===== src/rtl/sweep_pkg.sv =====
// Shared types and widths for the operand sweep sequencer and its result FIFO.
package sweep_pkg;

    localparam int A_W   = 5;
    localparam int B_W   = 5;
    localparam int Y_W   = 3;
    localparam int IDX_W = A_W + B_W;
    localparam int N_VEC = 1 << IDX_W;

    typedef enum logic [1:0] {
        IDLE  = 2'd0,
        RUN   = 2'd1,
        DRAIN = 2'd2,
        DONE  = 2'd3
    } state_t;

    typedef struct packed {
        logic [A_W-1:0] a;
        logic [B_W-1:0] b;
        logic [Y_W-1:0] y;
        logic [Y_W-1:0] xe;
    } tuple_t;

endpackage


===== src/rtl/operand_sweep_seq_if.sv =====
// Result stream from the sweep sequencer to its downstream logger/checker.
// Handshake: a tuple transfers on every rising clk edge where out_valid and
// out_ready are both high; while out_valid is high and out_ready is low the
// producer keeps out_valid and all out_* fields unchanged, and out_valid never
// depends combinationally on out_ready.
interface operand_sweep_seq_if;
    import sweep_pkg::*;

    logic           out_valid;
    logic           out_ready;
    logic [A_W-1:0] out_a;
    logic [B_W-1:0] out_b;
    logic [Y_W-1:0] out_y;
    logic [Y_W-1:0] out_xe;

    modport master (output out_valid, out_a, out_b, out_y, out_xe, input out_ready);
    modport slave  (input out_valid, out_a, out_b, out_y, out_xe, output out_ready);

endinterface


===== src/rtl/sweep_fifo.sv =====
// Small synchronous FIFO of sweep tuples; head is read straight from storage.
module sweep_fifo
    import sweep_pkg::*;
#(
    parameter int DEPTH = 4
) (
    input  logic                     clk,
    input  logic                     rst_n,
    input  logic                     flush,
    input  logic                     push,
    input  tuple_t                   push_data,
    input  logic                     pop,
    output tuple_t                   head,
    output logic                     full,
    output logic                     empty,
    output logic [$clog2(DEPTH):0]   count
);

    localparam int PW = $clog2(DEPTH);
    localparam int CW = PW + 1;

    tuple_t          r_mem [DEPTH];
    logic [PW-1:0]   r_wr_ptr;
    logic [PW-1:0]   r_rd_ptr;
    logic [CW-1:0]   r_count;
    logic            w_do_push;
    logic            w_do_pop;

    assign full      = (r_count == CW'(DEPTH));
    assign empty     = (r_count == '0);
    assign count     = r_count;
    assign head      = r_mem[r_rd_ptr];
    assign w_do_push = push && !full;
    assign w_do_pop  = pop && !empty;

    // Storage, pointers and occupancy; flush empties the FIFO in one cycle.
    always_ff @(posedge clk or negedge rst_n) begin
        if (!rst_n) begin
            r_wr_ptr <= '0;
            r_rd_ptr <= '0;
            r_count  <= '0;
            for (int i = 0; i < DEPTH; i++) begin
                r_mem[i] <= '0;
            end
        end else if (flush) begin
            r_wr_ptr <= '0;
            r_rd_ptr <= '0;
            r_count  <= '0;
        end else begin
            if (w_do_push) begin
                r_mem[r_wr_ptr] <= push_data;
                r_wr_ptr        <= r_wr_ptr + PW'(1);
            end
            if (w_do_pop) begin
                r_rd_ptr <= r_rd_ptr + PW'(1);
            end
            if (w_do_push && !w_do_pop) begin
                r_count <= r_count + CW'(1);
            end else if (!w_do_push && w_do_pop) begin
                r_count <= r_count - CW'(1);
            end
        end
    end

endmodule


===== src/rtl/operand_sweep_seq.sv =====
// Walks every (a,b) operand pair for the combinational block f, captures f's
// outputs alongside the operands and queues the tuples for a downstream reader.
module operand_sweep_seq
    import sweep_pkg::*;
#(
    parameter int DEPTH = 4
) (
    input  logic                     clk,
    input  logic                     rst_n,
    input  logic                     start,
    input  logic                     stop,
    output logic [A_W-1:0]           a,
    output logic [B_W-1:0]           b,
    input  logic [Y_W-1:0]           y,
    input  logic [Y_W-1:0]           xe,
    operand_sweep_seq_if.master      out_if,
    output logic                     busy,
    output logic                     done,
    output logic [IDX_W:0]           pushed,
    output state_t                   dbg_state,
    output logic [$clog2(DEPTH):0]   dbg_count
);

    state_t            r_state;
    logic [IDX_W-1:0]  r_idx;
    logic [IDX_W:0]    r_pushed;
    logic              r_busy;
    logic              r_done;

    logic              w_active;
    logic              w_start_ok;
    logic              w_abort;
    logic              w_flush;
    logic              w_push;
    logic              w_pop;
    logic              w_full;
    logic              w_empty;
    tuple_t            w_push_data;
    tuple_t            w_head;

    // Operands come straight from the index register: a is the low field.
    assign a = r_idx[A_W-1:0];
    assign b = r_idx[IDX_W-1:A_W];

    // stop beats start; start is only honoured outside a sweep.
    assign w_active    = (r_state == RUN) || (r_state == DRAIN);
    assign w_start_ok  = start && !stop && !w_active;
    assign w_abort     = stop && w_active;
    assign w_flush     = w_abort || w_start_ok;
    // Push gating uses registered occupancy only, so a same-cycle pop never frees a slot.
    assign w_push      = (r_state == RUN) && !stop && !w_full;
    assign w_pop       = out_if.out_valid && out_if.out_ready;
    assign w_push_data = {a, b, y, xe};

    assign out_if.out_valid = !w_empty;
    assign out_if.out_a     = w_head.a;
    assign out_if.out_b     = w_head.b;
    assign out_if.out_y     = w_head.y;
    assign out_if.out_xe    = w_head.xe;

    assign busy      = r_busy;
    assign done      = r_done;
    assign pushed    = r_pushed;
    assign dbg_state = r_state;

    sweep_fifo #(.DEPTH(DEPTH)) u_fifo (
        .clk       (clk),
        .rst_n     (rst_n),
        .flush     (w_flush),
        .push      (w_push),
        .push_data (w_push_data),
        .pop       (w_pop),
        .head      (w_head),
        .full      (w_full),
        .empty     (w_empty),
        .count     (dbg_count)
    );

    // Sequencer FSM with index/push counters and registered status flags.
    always_ff @(posedge clk or negedge rst_n) begin
        if (!rst_n) begin
            r_state  <= IDLE;
            r_idx    <= '0;
            r_pushed <= '0;
            r_busy   <= 1'b0;
            r_done   <= 1'b0;
        end else begin
            case (r_state)
                IDLE, DONE: begin
                    if (w_start_ok) begin
                        r_state  <= RUN;
                        r_idx    <= '0;
                        r_pushed <= '0;
                        r_busy   <= 1'b1;
                        r_done   <= 1'b0;
                    end
                end
                RUN: begin
                    if (stop) begin
                        r_state <= IDLE;
                        r_idx   <= '0;
                        r_busy  <= 1'b0;
                    end else if (w_push) begin
                        r_pushed <= r_pushed + (IDX_W+1)'(1);
                        if (r_idx == IDX_W'(N_VEC - 1)) begin
                            r_idx   <= '0;
                            r_state <= DRAIN;
                        end else begin
                            r_idx <= r_idx + IDX_W'(1);
                        end
                    end
                end
                DRAIN: begin
                    if (stop) begin
                        r_state <= IDLE;
                        r_idx   <= '0;
                        r_busy  <= 1'b0;
                    end else if (w_empty) begin
                        r_state <= DONE;
                        r_busy  <= 1'b0;
                        r_done  <= 1'b1;
                    end
                end
                default: begin
                    r_state <= IDLE;
                    r_busy  <= 1'b0;
                    r_done  <= 1'b0;
                end
            endcase
        end
    end

endmodule

===== src/flat_wrapper.sv =====
// flat-port wrapper written by rule: the top's interface ports become plain ports
module operand_sweep_seq_flat import sweep_pkg::*;
#(
    parameter int DEPTH = 4
)
  (clk, rst_n, start, stop, a, b, y, xe, busy, done, pushed, dbg_state, dbg_count, out_if_out_valid, out_if_out_a, out_if_out_b, out_if_out_y, out_if_out_xe, out_if_out_ready);
  operand_sweep_seq_if out_if_i ();
  input  logic clk;
  input  logic rst_n;
  input  logic start;
  input  logic stop;
  output logic [A_W-1:0] a;
  output logic [B_W-1:0] b;
  input  logic [Y_W-1:0] y;
  input  logic [Y_W-1:0] xe;
  output logic busy;
  output logic done;
  output logic [IDX_W:0] pushed;
  output state_t dbg_state;
  output logic [$clog2(DEPTH):0] dbg_count;
  output wire logic [$bits(out_if_i.out_valid)-1:0] out_if_out_valid;
  output wire logic [$bits(out_if_i.out_a)-1:0] out_if_out_a;
  output wire logic [$bits(out_if_i.out_b)-1:0] out_if_out_b;
  output wire logic [$bits(out_if_i.out_y)-1:0] out_if_out_y;
  output wire logic [$bits(out_if_i.out_xe)-1:0] out_if_out_xe;
  input wire logic [$bits(out_if_i.out_ready)-1:0] out_if_out_ready;
  assign out_if_out_valid = out_if_i.out_valid;
  assign out_if_out_a = out_if_i.out_a;
  assign out_if_out_b = out_if_i.out_b;
  assign out_if_out_y = out_if_i.out_y;
  assign out_if_out_xe = out_if_i.out_xe;
  assign out_if_i.out_ready = out_if_out_ready;
  operand_sweep_seq #(.DEPTH(DEPTH)) u_core (.clk(clk), .rst_n(rst_n), .start(start), .stop(stop), .a(a), .b(b), .y(y), .xe(xe), .out_if(out_if_i), .busy(busy), .done(done), .pushed(pushed), .dbg_state(dbg_state), .dbg_count(dbg_count));
endmodule

===== config.mk =====
export PLATFORM = sky130hd
export DESIGN_NAME = operand_sweep_seq_flat
export DESIGN_NICKNAME = d
export VERILOG_FILES = /design/src/rtl/sweep_pkg.sv /design/src/rtl/operand_sweep_seq_if.sv /design/src/rtl/sweep_fifo.sv /design/src/rtl/operand_sweep_seq.sv /design/src/flat_wrapper.sv
export SDC_FILE = /design/constraint.sdc
export NUM_CORES = 1
export LEC_CHECK = 0
export CAP_MARGIN = 40
export CORE_MARGIN = 1.5
export CORE_UTILIZATION = 50
export DETAILED_ROUTE_END_ITERATION = 7
export GPL_ROUTABILITY_DRIVEN = 0
export PLACE_DENSITY = 0.81
export SYNTH_ARGS = -nofsm -noshare
export SYNTH_HDL_FRONTEND = slang
export SYNTH_SLANG_ARGS = --single-unit

===== constraint.sdc =====
create_clock -name clk -period 3 [get_ports clk]
set_input_delay 0.6 -clock clk [delete_from_list [all_inputs] [get_ports clk]]
set_output_delay 0.6 -clock clk [all_outputs]
set_load 0.03 [all_outputs]

==> run summary, run 1 <==
The run finished with clean final reports. After synthesis the netlist holds a flip-flop and latch count of 96. At the worst endpoint, the required time is 2400 ps.

The category of the critical setup timing path is register to primary output. After detailed routing, the average wire length per cell comes to 18.00 um. By count the netlist is led by dfrtp_1 (96), mux2_2 (66), mux4_2 (16).

The fraction of layout cells with a size suffix above 1 came out at 0.2806. The worst setup path is captured at a primary output. The run gives 0.5133 as the starting density of the core. The run gives 3 as the H-tree depth. The path class of the tightest hold or removal check is input port to async pin. The post-CTS resize count was 0; the area growth from synthesis to final layout was 17.79%.

When the netlist entered floorplanning its net count stood at 376. 56 I/O pins were placed. TritonCTS built the clock tree.

The synthesized design contains 0 enable-type register cells. In the post-synthesis netlist, the biggest area contributors are dfrtp_1 (51%), mux2_2 (16%), mux4_2 (7.7%), ha_1 (2.1%), nand3_4 (1.5%). The number of endpoints failing setup at the final stage is 0, and the net count reported at finish is 432. The ratio of final minimum period to clock period is 0.9391.

Setup repair after global routing left no endpoint under its margin. The overall fraction of global-route tracks in use came out at 0.2045. For the via count of the first global-routing pass, the log shows 3144. For the number of antenna violations at the first check in global routing, the log shows 0.

For this design, the sink count on the clock tree is 96. The biggest area contributor in the post-synthesis netlist is dfrtp_1. Clock-pin slew was measured on the worst setup and hold paths at 90 ps. The row count came out at 35. The worst register-to-register path has a depth of 6. The Yosys step of the flow raised 0 warnings. The tools report the maximum number of pins on one net before global-route repair as 52. The tools report the number of pins exceeding their max-slew limit in the final report as 0.

The total overflow left after global routing is 0. The run gives 6.325 mm as the post-DP HPWL. Before antenna repair, the detailed router went through 5 iterations.

The logs give 0 ps for the aggregate negative setup slack and 9.502 mm for the aggregate routed wire length. For this run, the leading register cell type out of synthesis is dfrtp_1. The maximum clock frequency was 0.3550 GHz; the slack of the worst reg-to-reg path was 650 ps. The repair_antennas step left the layout with diodes totalling 0. The final critical delay including setup and external delays was 2817 ps. In this run the power density over the cells is 856.2 nW/um^2. Max capacitance violation total: 0. The hold violation count in the final report came out at 0. The arrival time at the worst endpoint was 2220 ps; the antenna violation net count after detailed routing was 0. The initial detailed-routing violation count is 139. The number of standard cells after synthesis was 356; the sequential fraction of the synthesis area was 0.5113. In this run the worst path has a maximum fanout of 18. The run gives 5354 sq um as the post-detailed-placement cell area. The die is 99.94 um wide.

The run gives 4698 sq um as the netlist area before placement. In this run the critical register-to-register path is captured at u_core.pushed[6]. In this run, post-CTS hold repair placed 0 buffers. Yosys instantiated no cell more often than dfrtp_1. The number of clock buffers added by TritonCTS is 9. Measured along the y axis, the die boundary spans 99.94 um. For the first-pass GRT wire length, the log shows 15.62 mm.

Averaged over all synthesized cells, the footprint is 13.20 sq um. The filler cells instantiated in the layout total 695. The netlist uses 50 different library cells.

The tools report the placeable core region as 9153 sq um. With fillers left out, the area of the finished cells amounts to 5534 sq um. The clock tree root driver cell is clkbuf_8. In this run the deepest clock path goes through 2 buffers.

In the routed layout, each cell is associated on average with a via count of 5.784. The worst-case IR drop observed on VDD is 0.6444 mV. The share of Yosys cell area claimed by the top area cell type was 0.5113. The worst slew margin relative to its limit was 0.5474; the worst clock skew was 10.50 ps. The worst register-to-register path begins at u_core.dbg_state[0]. Input and output buffers added on the ports amount to 55. The die covers 9987 sq um.

In this run the post-CTS setup repair buffer count came out at 0. The worst setup path is launched from a register. The detailed router placed 3054 vias in this run. At the later pin of the worst-skew pair, clock insertion delay measures 370 ps. For the pin with the worst max-slew slack, the measured transition is 679.0 ps. The post-route DRC violation count came out at 0. The analysis attributes to cell leakage a power of 2.445 nW. The async set or reset register ratio after synthesis came out at 1.000.
## state kept, by name, summed over array words and instances, names as in the netlist
register / flops
u_core.done: 1
u_core.u_fifo.count: 3
u_core.r_idx: 10
u_core.u_fifo.r_wr_ptr: 2
u_core.pushed: 11
u_core.dbg_state: 2
u_core.u_fifo.r_mem: 64
u_core.u_fifo.r_rd_ptr: 2
u_core.busy: 1
## worst max-delay path by stage
stage                                   start                endpoint  cells past startpoint
floorplan                 u_core.dbg_state[0]        u_core.pushed[6]                      8
global route        u_core.u_fifo.r_rd_ptr[0]         out_if_out_b[3]                      3
CTS                 u_core.u_fifo.r_rd_ptr[0]         out_if_out_b[3]                      3
finish              u_core.u_fifo.r_rd_ptr[0]         out_if_out_b[3]                      3
detailed placement                       stop  u_core.u_fifo.count[1]                      7
global placement                         stop  u_core.u_fifo.count[1]                      7
## per-stage QoR
| stage | power [mW] | setup WS, ps | std cells | utilization | hold WS, ps |
|---|---|---|---|---|---|
| 2_1_floorplan | 3.334 | 596.3 | 356 | - | 304.4 |
| 6_report | 4.738 | 182.8 | 528 | 0.6046 | 266.6 |
| 3_3_place_gp | 3.896 | 312.4 | 512 | 0.5850 | 481.4 |
| 3_5_place_dp | 3.988 | 241.5 | 512 | 0.5850 | 489.3 |
| 5_1_grt | 5.010 | 88.65 | 528 | 0.6046 | 309.9 |
| 4_1_cts | 4.778 | 160.5 | 528 | 0.6046 | 279.3 |
## placed cells by master (no fill, tap or decap), drive strengths merged, types with 4 or more instances in the layout
cell type | synthesis | final
mux4 | 16 | 16
inv | 12 | 13
nand2 | 15 | 15
nand3 | 12 | 12
or4 | 7 | 7
mux2 | 66 | 66
clkdlybuf4s50 | 0 | 54
dfrtp | 96 | 96
mux2i | 4 | 4
xnor2 | 6 | 6
nor2b | 4 | 4
nor3 | 4 | 4
o21ai | 12 | 12
or3 | 9 | 9
clkbuf | 6 | 10
a21oi | 14 | 14
buf | 12 | 9
o31ai | 8 | 8
ha | 8 | 8
nand2b | 4 | 4
nor2 | 9 | 9
## critical path: stages (launching register included)
cell	delay [ps]
dfrtp_1	330
buf_4	340
mux4_2	540
clkdlybuf4s50_1	640
## metal layers
layer	GRT usage	up-vias	share of wire
met2	0.3302	64	0.49
met5	0	-	0
met3	0.03969	14	0.030
met4	0.08776	0	0.020
li1	-	1436	-
met1	0.2719	1540	0.46
## kinds of logic after synthesis
family,share of synthesized area
flip-flops,0.5113
buffers and inverters,0.03169
XOR/XNOR,0.01305
adder cells (fa/ha/maj),0.02557
AND/OR/NAND/NOR,0.1065
AO/OA/AOI/OAI,0.06845
multiplexers,0.2434
## layout make-up
| class | instances | area, sq um | area share |
|---|---|---|---|
| multi-input cells | 230 | 2147 | 0.3880 |
| inverters | 12 | 45.04 | 0.008139 |
| clock inverters | 6 | 42.54 | 0.007687 |
| repair buffers | 63 | 620.6 | 0.1121 |
| flip-flops and latches | 96 | 2402 | 0.4341 |
| clock buffers | 10 | 137.6 | 0.02487 |
| well taps | 111 | 138.9 | 0.02510 |
## power by group
group / switching (mW) / internal, mW / total, mW
clock network: 0.469 / 0.326 / 0.794
registers: 0.220 / 1.57 / 1.79
logic: 1.17 / 0.981 / 2.15
total: 1.86 / 2.88 / 4.74
Power figures use the tool's default switching activity.
==> run 2: changes to the inputs <==
--- a/config.mk
+++ b/config.mk
@@ -8,6 +8,7 @@
 export CAP_MARGIN = 40
 export CORE_MARGIN = 1.5
 export CORE_UTILIZATION = 50
+export CTS_BUF_LIST = sky130_fd_sc_hd__clkbuf_8
 export DETAILED_ROUTE_END_ITERATION = 7
 export GPL_ROUTABILITY_DRIVEN = 0
 export PLACE_DENSITY = 0.81
==> results of run 2 <==
Final layout, timing and power as in run 1 (identical DEF).
==> run 3: changes to the inputs <==
--- a/config.mk
+++ b/config.mk
@@ -11,7 +11,7 @@
 export CTS_BUF_LIST = sky130_fd_sc_hd__clkbuf_8
 export DETAILED_ROUTE_END_ITERATION = 7
 export GPL_ROUTABILITY_DRIVEN = 0
-export PLACE_DENSITY = 0.81
+export PLACE_DENSITY = 0.84
 export SYNTH_ARGS = -nofsm -noshare
 export SYNTH_HDL_FRONTEND = slang
 export SYNTH_SLANG_ARGS = --single-unit
==> constraint.sdc (replaced) <==
create_clock -name clk -period 2.5 [get_ports clk]
set_input_delay 0.5 -clock clk [delete_from_list [all_inputs] [get_ports clk]]
set_output_delay 0.5 -clock clk [all_outputs]
set_load 0.03 [all_outputs]
==> run summary, run 3 (same netlist as run 1, synthesis figures left out) <==
The run gives 0 as the hold violation count in the final report. For the via count of the first global-routing pass, the log shows 3478. Setup violations remaining at the end of the flow were counted as 0. The ratio of routed vias to standard cells was 5.942.

The clock tree root driver cell is clkbuf_8. The category of the critical setup timing path is register to primary output. After filler insertion, the fill cell instance count of the layout stands at 704.

In the final routed layout, each cell accounts on average for 18.44 um. The register with the most flip-flops in the layout has 64 of them. The number of antenna diodes in the final layout is 0. For the worst setup path, the data required time is 2000 ps. 56 I/O pins were placed. Number of clock buffers inserted by TritonCTS: 9. Number of antenna violations at the first check in global routing: 0. In the layout the commonest cells are dfrtp_1 (96), mux2_2 (66), clkdlybuf4s50_1 (38).

The starting density of the core was 0.5133; the overall fraction of global-route tracks in use was 0.2160. At the end of the flow, the number of nets in the layout was 441. The register cell area after layout was 2402 sq um; the placeable core region was 9153 sq um. The aggregate negative setup slack was 0 ps; the leakage power summed over all cells was 2.590 nW.

The startpoint type of the worst setup path is a register. The floorplan step set the die height to 99.94 um. Summed over all layers, the global routing overflow is 0. The buffer depth of the longest clock path is 2, and the worst slew margin relative to its limit is 0.5864. For this design the ratio of total power to cell area is 1058 nW/um^2. The tools report the number of pins exceeding their max-slew limit in the final report as 0.

The run finished with clean final reports. The die covers 9987 sq um. The post-route DRC violation count was 0. The fraction of layout cells with a size suffix above 1 is 0.2958. IR analysis of the VDD net gives a maximum drop of 0.8851 mV. First-pass GRT wire length: 16.76 mm. The count of nets left with antenna violations once routing finished came out at 0.

The ratio of final minimum period to clock period was 0.9720; the maximum number of pins on one net before global-route repair was 61. The path class of the tightest hold or removal check is input port to async pin. In the final layout, the multi-input gates occupy 2147 sq um. The count of buffers added on input and output ports is 55. For the worst-skew pair, the clock arrives at the later sink with an insertion delay of 370 ps. After floorplanning, the core was divided into 35 placement rows.

Most common library cell in the layout ignoring fill and taps: dfrtp_1. The H-tree was split into 3 levels. Static timing analysis puts the maximum clock frequency at 0.4115 GHz. The initial detailed-routing violation count was 125. TritonCTS built the clock tree. At the pin with the least slew margin, the transition time is 611.6 ps. Summing over every cut layer, the via total after detailed routing is 3191. For the worst setup path, the data arrival time is 1930 ps. The final layout contains routed wiring with a total length of 9.902 mm.

The tools report the max capacitance violation total as 0. At the placement stage, the worst setup path has a slack of 28.41 ps. u_core.u_fifo.r_mem holds more flip-flops than any other register. Setup repair after global routing left no endpoint under its margin.

The final critical delay including setup and external delays was 2430 ps; the area growth from synthesis to final layout was 20.56%. Measured along the x axis, the die boundary spans 99.94 um. Clock-pin slew was measured on the worst setup and hold paths at 100 ps.

For the CTS sink count, the log shows 96. The tools report the post-DP HPWL as 6.687 mm. The worst setup path is captured at a primary output. The worst clock skew was 8.739 ps; the number of iterations in the first detailed-routing pass was 4.

Along the worst path, the maximum fanout reaches 8. Final critical-path setup slack: 69.98 ps.
==> run 3: cell count changes in the layout (fill, tap and decap cells not counted), sizes merged <==
cell and change:
bufinv +2, clkdlybuf4s50 -16, clkinv -1, clkbuf +1, dlygate4sd2 +16, buf +9
clkinvlp -2
==> run 3: critical path, cell delays in order, from the launching register on <==
cell and delay (ps):
dfrtp_1 490, or3_1 450, clkdlybuf4s50_1 620
==> run 3: cell type report <==
cell class                 count  share of cell area
tap                          111             0.02452
clock buffer                  11             0.02673
clock inverter                 5             0.01524
inverter                      12            0.007952
sequential                    96              0.4241
multi-input combinational    230              0.3791
timing repair buffer          72              0.1224
==> run 3: path summary, 6_finish.rpt <==
| path | slack, ps | start | depth (start not counted) | end |
|---|---|---|---|---|
| worst max-delay path | 70 | u_core.u_fifo.count[0] | 2 | out_if_out_valid |
| worst min-delay path | 80 | rst_n | 1 | u_core.u_fifo.r_mem[46] |
| worst max register to register | 170 | u_core.dbg_state[1] | 8 | u_core.u_fifo.count[1] |
| worst min register to register | 510 | u_core.u_fifo.r_mem[46] | 1 | u_core.u_fifo.r_mem[46] |
| max in group asynchronous | 1730 | rst_n | 2 | u_core.pushed[1] |
| min in group clk | 510 | u_core.u_fifo.r_mem[46] | 1 | u_core.u_fifo.r_mem[46] |
==> run 3: layer usage <==
| metal | up-vias | GRT usage | routed length, um |
|---|---|---|---|
| met5 | - | 0 | 0 |
| met4 | 0 | 0.1008 | 196 |
| met3 | 17 | 0.03552 | 352 |
| met2 | 77 | 0.3705 | 5138 |
| met1 | 1653 | 0.2686 | 4214 |
| li1 | 1444 | - | - |
==> run 3: where the power goes <==
group	total (mW)	leakage (nW)	switching, mW	internal, mW
Combinational	2.66	1.17	1.44	1.22
Sequential	2.15	1.30	0.265	1.89
Clock	1.18	0.120	0.553	0.625
Total	5.99	2.59	2.26	3.74
==> run 3: repair_timing <==
action                                  4_1_cts  5_1_grt
endpoints found under the setup margin       16        0
gates resized for setup                      16        0
hold buffers                                  0        0
setup buffers                                 0        0
==> run 3: stage by stage <==
step	util	total power, mW	instances	hold WS, ps	area (sq um)
after floorplan	-	4.000	356	204.4	4698
after global placement	0.5951	4.804	521	481.2	5446
after detailed placement	0.5951	4.935	521	489.4	5446
after CTS	0.6189	6.040	537	84.60	5664
after global routing	0.6189	6.328	537	107.2	5664
final	0.6189	5.995	537	79.78	5664
